$ cat src/rtl/multicycle_controller_pkg.sv
// Shared encodings for the multicycle MIPS-style controller: opcodes, functs,
// ALU operation codes, FSM state codes and datapath mux selects.
package multicycle_controller_pkg;

  localparam logic [5:0] OP_RTYPE = 6'b000000;
  localparam logic [5:0] OP_J     = 6'b000010;
  localparam logic [5:0] OP_BEQ   = 6'b000100;
  localparam logic [5:0] OP_BNE   = 6'b000101;
  localparam logic [5:0] OP_ADDI  = 6'b001000;
  localparam logic [5:0] OP_ADDIU = 6'b001001;
  localparam logic [5:0] OP_SLTI  = 6'b001010;
  localparam logic [5:0] OP_SLTIU = 6'b001011;
  localparam logic [5:0] OP_ANDI  = 6'b001100;
  localparam logic [5:0] OP_ORI   = 6'b001101;
  localparam logic [5:0] OP_XORI  = 6'b001110;
  localparam logic [5:0] OP_LW    = 6'b100011;
  localparam logic [5:0] OP_SW    = 6'b101011;

  localparam logic [5:0] FN_ADD  = 6'b100000;
  localparam logic [5:0] FN_ADDU = 6'b100001;
  localparam logic [5:0] FN_SUB  = 6'b100010;
  localparam logic [5:0] FN_SUBU = 6'b100011;
  localparam logic [5:0] FN_AND  = 6'b100100;
  localparam logic [5:0] FN_OR   = 6'b100101;
  localparam logic [5:0] FN_XOR  = 6'b100110;
  localparam logic [5:0] FN_NOR  = 6'b100111;
  localparam logic [5:0] FN_SLT  = 6'b101010;
  localparam logic [5:0] FN_SLTU = 6'b101011;

  typedef enum logic [2:0] {
    ALU_ADD  = 3'd0,
    ALU_SUB  = 3'd1,
    ALU_AND  = 3'd2,
    ALU_OR   = 3'd3,
    ALU_XOR  = 3'd4,
    ALU_NOR  = 3'd5,
    ALU_SLT  = 3'd6,
    ALU_SLTU = 3'd7
  } alu_op_t;

  typedef enum logic [3:0] {
    S_FETCH  = 4'd0,
    S_DECODE = 4'd1,
    S_MEMADR = 4'd2,
    S_MEMRD  = 4'd3,
    S_MEMWB  = 4'd4,
    S_MEMWR  = 4'd5,
    S_EXEC   = 4'd6,
    S_ALUWB  = 4'd7,
    S_IMMEX  = 4'd8,
    S_IMMWB  = 4'd9,
    S_BRANCH = 4'd10,
    S_JUMP   = 4'd11
  } state_t;

  localparam logic [1:0] SRCB_REG    = 2'b00;
  localparam logic [1:0] SRCB_FOUR   = 2'b01;
  localparam logic [1:0] SRCB_IMM    = 2'b10;
  localparam logic [1:0] SRCB_IMM_SH = 2'b11;

  localparam logic [1:0] PCSRC_ALU    = 2'b00;
  localparam logic [1:0] PCSRC_ALUOUT = 2'b01;
  localparam logic [1:0] PCSRC_JUMP   = 2'b10;

endpackage

$ cat src/rtl/multicycle_controller_alu_decoder.sv
// ALU operation decode: R-type funct and immediate opcode mapping, plus the
// sign/zero extension choice for immediates.
module alu_decoder
  import multicycle_controller_pkg::*;
(
  input  logic [5:0] op,
  input  logic [5:0] funct,
  output alu_op_t    r_alu_op,
  output logic       r_valid,
  output alu_op_t    i_alu_op,
  output logic       i_valid,
  output logic       sgn_zero
);

  always_comb begin
    r_alu_op = ALU_ADD;
    r_valid  = 1'b1;
    case (funct)
      FN_ADD, FN_ADDU: r_alu_op = ALU_ADD;
      FN_SUB, FN_SUBU: r_alu_op = ALU_SUB;
      FN_AND:          r_alu_op = ALU_AND;
      FN_OR:           r_alu_op = ALU_OR;
      FN_XOR:          r_alu_op = ALU_XOR;
      FN_NOR:          r_alu_op = ALU_NOR;
      FN_SLT:          r_alu_op = ALU_SLT;
      FN_SLTU:         r_alu_op = ALU_SLTU;
      default:         r_valid  = 1'b0;
    endcase
  end

  // Logical immediates are zero-extended; everything else sign-extends.
  always_comb begin
    i_alu_op = ALU_ADD;
    i_valid  = 1'b1;
    sgn_zero = 1'b1;
    case (op)
      OP_ADDI, OP_ADDIU: i_alu_op = ALU_ADD;
      OP_SLTI:           i_alu_op = ALU_SLT;
      OP_SLTIU:          i_alu_op = ALU_SLTU;
      OP_ANDI: begin
        i_alu_op = ALU_AND;
        sgn_zero = 1'b0;
      end
      OP_ORI: begin
        i_alu_op = ALU_OR;
        sgn_zero = 1'b0;
      end
      OP_XORI: begin
        i_alu_op = ALU_XOR;
        sgn_zero = 1'b0;
      end
      default: i_valid = 1'b0;
    endcase
  end

endmodule

$ cat src/rtl/multicycle_controller.sv
// Multicycle controller FSM: registered state, combinational control decode
// of state, instruction fields, ALU zero flag and memory handshake.
module multicycle_controller
  import multicycle_controller_pkg::*;
#(
  parameter int unsigned ALUOP_W  = 3,
  parameter int unsigned HAS_JUMP = 1,
  parameter int unsigned MEM_WAIT = 1
) (
  input  logic               clk,
  input  logic               rst_n,
  input  logic [5:0]         op,
  input  logic [5:0]         funct,
  input  logic               zero,
  input  logic               mem_ready,
  output logic               IorD,
  output logic               MemRead,
  output logic               MemWrite,
  output logic               IRWrite,
  output logic               PCWrite,
  output logic               MemToReg,
  output logic               RegDst,
  output logic               RegW,
  output logic               ALUSrcA,
  output logic               SgnZero,
  output logic [1:0]         ALUSrcB,
  output logic [1:0]         PCSrc,
  output logic [ALUOP_W-1:0] ALUOP,
  output logic [3:0]         state_o,
  output logic               illegal
);

  if (ALUOP_W < 3) begin : g_aluop_w_check
    $error("multicycle_controller: ALUOP_W must be at least 3");
  end

  state_t  state_q, state_d;
  alu_op_t r_alu_op, i_alu_op, alu_op;
  logic    r_valid, i_valid, imm_sgn_zero;
  logic    mem_rdy, is_jump;
  logic    irwrite_c, pcwrite_c, memwrite_c, regw_c, illegal_c;

  alu_decoder u_alu_decoder (
    .op       (op),
    .funct    (funct),
    .r_alu_op (r_alu_op),
    .r_valid  (r_valid),
    .i_alu_op (i_alu_op),
    .i_valid  (i_valid),
    .sgn_zero (imm_sgn_zero)
  );

  assign mem_rdy = (MEM_WAIT != 0) ? mem_ready : 1'b1;
  assign is_jump = (HAS_JUMP != 0) && (op == OP_J);

  always_ff @(posedge clk or negedge rst_n) begin
    if (!rst_n) state_q <= S_FETCH;
    else        state_q <= state_d;
  end

  always_comb begin
    state_d    = S_FETCH;
    IorD       = 1'b0;
    MemRead    = 1'b0;
    memwrite_c = 1'b0;
    irwrite_c  = 1'b0;
    pcwrite_c  = 1'b0;
    MemToReg   = 1'b0;
    RegDst     = 1'b0;
    regw_c     = 1'b0;
    ALUSrcA    = 1'b0;
    SgnZero    = 1'b0;
    ALUSrcB    = SRCB_REG;
    PCSrc      = PCSRC_ALU;
    alu_op     = ALU_ADD;
    illegal_c  = 1'b0;
    case (state_q)
      S_FETCH: begin
        MemRead   = 1'b1;
        ALUSrcB   = SRCB_FOUR;
        irwrite_c = mem_rdy;
        pcwrite_c = mem_rdy;
        state_d   = mem_rdy ? S_DECODE : S_FETCH;
      end
      S_DECODE: begin
        ALUSrcB = SRCB_IMM_SH;
        if (op == OP_LW || op == OP_SW)       state_d = S_MEMADR;
        else if (op == OP_RTYPE && r_valid)   state_d = S_EXEC;
        else if (op != OP_RTYPE && i_valid)   state_d = S_IMMEX;
        else if (op == OP_BEQ || op == OP_BNE) state_d = S_BRANCH;
        else if (is_jump)                     state_d = S_JUMP;
        else                                  illegal_c = 1'b1;
      end
      S_MEMADR: begin
        ALUSrcA = 1'b1;
        ALUSrcB = SRCB_IMM;
        SgnZero = 1'b1;
        state_d = (op == OP_SW) ? S_MEMWR : S_MEMRD;
      end
      S_MEMRD: begin
        IorD    = 1'b1;
        MemRead = 1'b1;
        state_d = mem_rdy ? S_MEMWB : S_MEMRD;
      end
      S_MEMWB: begin
        MemToReg = 1'b1;
        regw_c   = 1'b1;
      end
      S_MEMWR: begin
        IorD       = 1'b1;
        memwrite_c = 1'b1;
        state_d    = mem_rdy ? S_FETCH : S_MEMWR;
      end
      S_EXEC: begin
        ALUSrcA = 1'b1;
        alu_op  = r_alu_op;
        state_d = S_ALUWB;
      end
      S_ALUWB: begin
        RegDst = 1'b1;
        regw_c = 1'b1;
        alu_op = r_alu_op;
      end
      S_IMMEX: begin
        ALUSrcA = 1'b1;
        ALUSrcB = SRCB_IMM;
        alu_op  = i_alu_op;
        SgnZero = imm_sgn_zero;
        state_d = S_IMMWB;
      end
      S_IMMWB: begin
        regw_c  = 1'b1;
        alu_op  = i_alu_op;
        SgnZero = imm_sgn_zero;
      end
      S_BRANCH: begin
        ALUSrcA   = 1'b1;
        alu_op    = ALU_SUB;
        PCSrc     = PCSRC_ALUOUT;
        pcwrite_c = (op == OP_BNE) ? ~zero : zero;
      end
      S_JUMP: begin
        PCSrc     = PCSRC_JUMP;
        pcwrite_c = 1'b1;
      end
      default: state_d = S_FETCH;
    endcase
  end

  // Write enables are forced low while reset is held, even though the state
  // register already shows FETCH (whose IRWrite/PCWrite follow mem_ready).
  assign IRWrite  = irwrite_c  & rst_n;
  assign PCWrite  = pcwrite_c  & rst_n;
  assign MemWrite = memwrite_c & rst_n;
  assign RegW     = regw_c     & rst_n;
  assign illegal  = illegal_c  & rst_n;
  assign ALUOP    = ALUOP_W'(alu_op);
  assign state_o  = state_q;

endmodule

$ cat config.mk
export PLATFORM = sky130hd
export DESIGN_NAME = multicycle_controller
export DESIGN_NICKNAME = d
export VERILOG_FILES = /design/src/rtl/multicycle_controller_pkg.sv /design/src/rtl/multicycle_controller_alu_decoder.sv /design/src/rtl/multicycle_controller.sv
export SDC_FILE = /design/constraint.sdc
export NUM_CORES = 1
export LEC_CHECK = 0
export ABC_AREA = 1
export CORE_MARGIN = 2
export CORE_UTILIZATION = 44
export DETAILED_ROUTE_END_ITERATION = 8
export HOLD_SLACK_MARGIN = 0.06
export MAX_ROUTING_LAYER = met4
export PLACE_DENSITY = 0.85
export REMOVE_ABC_BUFFERS = 1
export SLEW_MARGIN = 20
export SYNTH_ARGS = -nofsm -noshare
export SYNTH_HDL_FRONTEND = slang
export SYNTH_SLANG_ARGS = --single-unit
$ cat constraint.sdc
create_clock -name clk -period 2.1 [get_ports clk]
set_input_delay 0.42 -clock clk [delete_from_list [all_inputs] [get_ports clk]]
set_output_delay 0.42 -clock clk [all_outputs]
set_load 0.01 [all_outputs]
==> impl_metrics.json, run 1 <==
{
  "outcome": "finished clean",
  "end_kind": "output port",
  "fmax_ghz": 0.480,
  "cp_slowest_stage_delay_ns": 0.55,
  "viasPerCell": 5.06,
  "antenna_found_initial": 0,
  "setup_ws_ns": 0.0186,
  "detail-route-antenna-nets": 0,
  "synth_edf_count": 0,
  "utilization": 0.872,
  "cts-root-buf": "clkbuf_4",
  "cts_buffer_depth": 2,
  "cellLeakagePower_nw": 0.913,
  "worstPathCellList": "nor2_4, buf_4, nand2_1, inv_1, clkdlybuf4s50_1",
  "syn_inst": 165,
  "fin_cells": 256,
  "worstPathMaxFanout": 4,
  "netlist_area_um2": 816,
  "hold_class": "in -> async",
  "cap_violations": 0,
  "cts_max_level": 1,
  "worst_pin_slew_ns": 0.302,
  "area_growth_pct": 84.7,
  "yosys.cell_count.top_type": "nand2_1",
  "dpl_cell_area_um2": 1360,
  "port_buffers": 37,
  "dr.pass1.iters": 4,
  "p_per_area_nw_per_um2": 808,
  "yosysSeqAreaShare": 0.123,
  "largest_register_ffs": 4,
  "hold_ws_ns": 0.134,
  "synth_top_area_frac": 0.212,
  "ys.flop_type": "dfrtp_1",
  "dp.cells": 246,
  "rsz0062_at_grt": "true",
  "critPathTopFamily": "buffers and inverters",
  "ys_seq_elements": 4,
  "syn-mean-instance-area_um2": 4.94,
  "multi_input_area_um2": 658,
  "die_x_um": 47.1,
  "period_share": 0.991,
  "cts_tree": "built",
  "rrSetupSlack_ns": 0.81,
  "finalHoldViolCount": 0,
  "core_area_um2": 1730,
  "first_iter_violations": 24,
  "synth_commonest_cells": "nand2_1 (46), nor2_1 (31), inv_1 (28)",
  "ir_worst_vdd_mv": 0.476,
  "cts_buffers": 3,
  "final_area_um2": 1510,
  "crit_type": "reg -> out",
  "synth_top_area_cell": "nand2_1",
  "wl_mm": 3.01,
  "via_count": 1296,
  "critPathRequiredTime_ns": 1.68,
  "wl_per_cell_um": 11.8,
  "initial_core_util": 0.472,
  "slew_violations": 0,
  "drc_errors": 0,
  "worstPathArrival_ns": 1.66,
  "grt_pass1_vias": 1212,
  "place_ws_ns": -0.455,
  "dieArea_um2": 2210,
  "ctsHoldBuffers": 0,
  "path_buf_inv": 3,
  "cp-start-kind": "flip-flop",
  "drive_gt1_frac": 0.325,
  "antenna_cells": 0,
  "yosysWarnings": 0,
  "ys_top_cells_by_area": "nand2_1 (21%), nor2_1 (14%), inv_1 (13%)",
  "clkTransAtPathRegs_ns": 0.05,
  "die_h_um": 47.1,
  "finClkSkew_ns": 0.0137,
  "overflow": 0,
  "async_reset_ff_frac": 1.00,
  "gr-usage-all-layers": 0.307,
  "nFillCells": 120,
  "grt_pass1_wl_mm": 4.77,
  "io_pins": 38,
  "clock-sinks": 4,
  "max_slew_margin": 0.798,
  "place.gp.congestion": 0.956,
  "rows": 15,
  "cp_slowest_cell": "clkdlybuf4s50_1",
  "finalSetupViolations": 0,
  "clk_latency_ns": 0.25,
  "dp_hpwl_mm": 2.20,
  "period_needed_ns": 2.08,
  "synth.distinct_cells": 19,
  "grt_start_max_net_pins": 7,
  "seqCellArea_um2": 104,
  "final_nets": 249
}
## per-stage QoR
step | TNS [ns] | power (mW)
after floorplan | 0 | 0.605
after global placement | -2.33 | 1.08
after detailed placement | -2.58 | 1.09
after CTS | 0 | 1.20
after global routing | -0.0634 | 1.31
final | 0 | 1.22
## logic make-up (layout without fill, tap and decap cells)
logic type | after synthesis | count (layout) | share of synthesized area
and+or+nand+nor | 114 | 114 | 0.630
buffers and inverters | 35 | 101 | 0.161
AOI/OAI and AO/OA | 12 | 12 | 0.0859
DFF | 4 | 4 | 0.123
## layout by cell type, fill, tap and decap left out
cell              n
nand2_1          41
inv_1            24
nor2_1           24
buf_4            23
nand3_1          20
dlygate4sd2_1    13
clkdlybuf4s50_1  12
inv_2             8
nand2_2           8
nor2_4            8
nor2_2            8
dlymetal6s2s_1    7
o21ai_1           4
buf_2             4
clkinv_1          3
clkbuf_4          3
buf_6             3
dfrtp_2           3
a21oi_1           2
a21oi_2           2
o21ai_0           2
nand3_2           2
nand2_4           1
o2111ai_1         1
nand4_1           1
nor3b_1           1
o31ai_2           1
clkdlybuf4s15_2   1
dfrtp_1           1
## what timing repair did
action,CTS,global route
pin swaps,4,5
setup buffers,5,2
setup endpoints to repair,14,9
gates resized for setup,50,20
endpoints found under the hold margin,0,0
## worst reg2reg max path, cell delays in order (launching register included)
cell      delay, ns
dfrtp_1        0.39
buf_4          0.16
nor2_4         0.13
nand2_1        0.12
clkinv_1       0.10
nand3_2        0.08
buf_4          0.13
o21ai_1        0.11
## power breakdown
group	internal [mW]	switching (mW)	leakage [nW]	total [mW]
Sequential	0.113	0.0626	0.0492	0.176
Clock	0.0645	0.0398	0.0138	0.104
Combinational	0.435	0.502	0.850	0.938
## layout make-up
class / instances / area share
well taps: 25 / 0.0208
clock buffers: 3 / 0.0150
inverters: 35 / 0.0872
multi-input cells: 126 / 0.437
flip-flops and latches: 4 / 0.0689
repair buffers: 63 / 0.371
## worst paths after layout
check / from / to / depth (start not counted)
worst max register to register: state_o[2] / state_o[0] / 7
max in group asynchronous: rst_n / state_o[0] / 2
worst min-delay path: rst_n / state_o[1] / 1
worst min register to register: state_o[1] / state_o[3] / 3
min in group clk: funct[5] / state_o[2] / 5
worst max-delay path: state_o[3] / MemToReg / 5
## metal layers
| layer | track usage | up-vias | part of all wire |
|---|---|---|---|
| met1 | 0.300 | 569 | 0.39 |
| met5 | - | - | 0 |
| li1 | - | 641 | - |
| met3 | 0.0538 | 18 | 0.055 |
| met2 | 0.570 | 68 | 0.53 |
| met4 | 0.156 | 0 | 0.034 |
(Power assumes the default switching activity.)
==> inputs of run 2 (changes only) <==
--- a/config.mk
+++ b/config.mk
@@ -8,6 +8,7 @@
 export ABC_AREA = 1
 export CORE_MARGIN = 2
 export CORE_UTILIZATION = 44
+export CTS_CLUSTER_DIAMETER = 60
 export DETAILED_ROUTE_END_ITERATION = 8
 export HOLD_SLACK_MARGIN = 0.06
 export MAX_ROUTING_LAYER = met4
==> results of run 2 <==
Final layout, timing and power as in run 1 (identical DEF).
==> inputs of run 3 (changes only) <==
--- a/config.mk
+++ b/config.mk
@@ -6,7 +6,6 @@
 export NUM_CORES = 1
 export LEC_CHECK = 0
 export ABC_AREA = 1
-export CORE_MARGIN = 2
 export CORE_UTILIZATION = 44
 export CTS_CLUSTER_DIAMETER = 60
 export DETAILED_ROUTE_END_ITERATION = 8
==> run 3 against run 2 <==
Compared with the run above: sequential power is 5% higher; maximum frequency up 0.97%; routed wire length increased by 11%; highest routed layer unchanged; clock skew fell by 0.011 ns; global-route usage up 2.3 points; critical path type unchanged; cell area rose by 3.2%; die area fell by 8.3%; setup slack better by 0.020 ns; total power up 8.5%.
==> impl_metrics.json, run 3 (same netlist as run 1, synthesis figures left out) <==
{
  "period_share": 0.982,
  "place_ws_ns": -0.431,
  "crit_type": "reg -> out",
  "cts_buffer_depth": 2,
  "fin_cells": 260,
  "fmax_ghz": 0.485,
  "critPathTopFamily": "buffers and inverters",
  "cellLeakagePower_nw": 0.924,
  "die_h_um": 45.1,
  "largest_register_ffs": 4,
  "total_power_mw": 1.32,
  "antenna_cells": 0,
  "area_growth_pct": 90.5,
  "detail-route-antenna-nets": 0,
  "clkTransAtPathRegs_ns": 0.04,
  "wl_per_cell_um": 12.8,
  "cts-root-buf": "clkbuf_4",
  "cp_slowest_cell": "dfrtp_2",
  "finalSetupViolations": 0,
  "worstReg2RegStart": "state_o[1]",
  "dp_hpwl_mm": 2.22,
  "rows": 15,
  "place.gp.congestion": 0.903,
  "io_pins": 38,
  "dieArea_um2": 2030,
  "cap_violations": 0,
  "drive_gt1_frac": 0.353,
  "dp.cells": 248,
  "final_common_cell": "nand2_1",
  "overflow": 0,
  "finalHoldViolCount": 0,
  "cts_tree": "built",
  "worst_pin_slew_ns": 0.295,
  "die_x_um": 45.1,
  "critPathRequiredTime_ns": 1.68,
  "clk_latency_ns": 0.24,
  "rrSetupSlack_ns": 0.76,
  "cp-start-kind": "flip-flop",
  "wl_mm": 3.33,
  "utilization": 0.900,
  "initial_core_util": 0.472,
  "hold_class": "in -> async",
  "path_buf_inv": 4,
  "worst_r2r_endpoint": "state_o[0]",
  "p_per_area_nw_per_um2": 850,
  "grt_start_max_net_pins": 7,
  "final_nets": 253,
  "core_area_um2": 1730,
  "cp_slowest_stage_delay_ns": 0.44,
  "max_slew_margin": 0.803,
  "setup_ws_ns": 0.0386,
  "worstPathArrival_ns": 1.64,
  "cts_max_level": 1,
  "ir_worst_vdd_mv": 0.464,
  "grt_pass1_vias": 1194,
  "final_cell_mix": "nand2_1 (43), buf_4 (28), inv_1 (23), nor2_1 (22), nand3_1 (19)",
  "final_area_um2": 1550,
  "period_needed_ns": 2.06,
  "port_buffers": 37,
  "grt_pass1_wl_mm": 4.86,
  "clock-sinks": 4,
  "gr-usage-all-layers": 0.330,
  "finClkSkew_ns": 0.00229,
  "viasPerCell": 5.20,
  "outcome": "finished clean",
  "ctsHoldBuffers": 0,
  "worstPathMaxFanout": 4,
  "end_kind": "output port",
  "worstPathCellList": "buf_12, buf_4, nor2_4, buf_4, nand2_1, nand2_1, dlygate4sd2_1",
  "dpl_cell_area_um2": 1380,
  "first_iter_violations": 53,
  "slew_violations": 0,
  "via_count": 1353,
  "antenna_found_initial": 0,
  "dr.pass1.iters": 4,
  "drc_errors": 0,
  "reg2regPathDepth": 7,
  "cts_buffers": 3
}
run 3: cell type report:
class | count | area, um2
inverters | 35 | 131
clock buffers | 3 | 22.5
flip-flops and latches | 4 | 105
repair buffers | 67 | 592
multi-input cells | 126 | 672
fillers | 96 | 173
well taps | 25 | 31.3
run 3: worst max-delay path by stage:
stage	from	end	depth (start not counted)
after floorplan	state_o[3]	illegal	5
after global placement	op[2]	PCWrite	8
after detailed placement	op[5]	illegal	10
after CTS	funct[5]	ALUOP[0]	11
after global routing	state_o[1]	SgnZero	7
final	state_o[1]	SgnZero	7
run 3: repair_timing:
| action | in CTS | in global routing |
|---|---|---|
| setup endpoints to repair | 12 | 8 |
| gates resized for setup | 57 | 19 |
| setup buffers | 8 | 1 |
| pin swaps | 8 | 9 |
run 3: through the flow:
stage / hold WS (ns) / setup TNS [ns]
3_5_place_dp: 0.660 / -2.58
5_1_grt: 0.153 / -0.0201
6_report: 0.144 / 0
4_1_cts: 0.142 / 0
2_1_floorplan: 0.124 / 0
3_3_place_gp: 0.658 / -2.27
run 3: worst register-to-register path, stage by stage (launching register included):
cell	delay, ns
dfrtp_2	0.44
buf_12	0.15
nand2_2	0.13
clkinv_1	0.12
nand2_2	0.11
nand3_1	0.08
nor2_1	0.12
o21ai_1	0.07
run 3: metal layers:
metal	share of wire	track usage
met2	0.54	0.620
met4	0.024	0.127
met3	0.054	0.0480
met5	0	-
met1	0.38	0.338
run 3: report_power, final:
part	internal, mW	switching, mW
Clock	0.0641	0.0341
Combinational	0.499	0.539
Sequential	0.114	0.0706
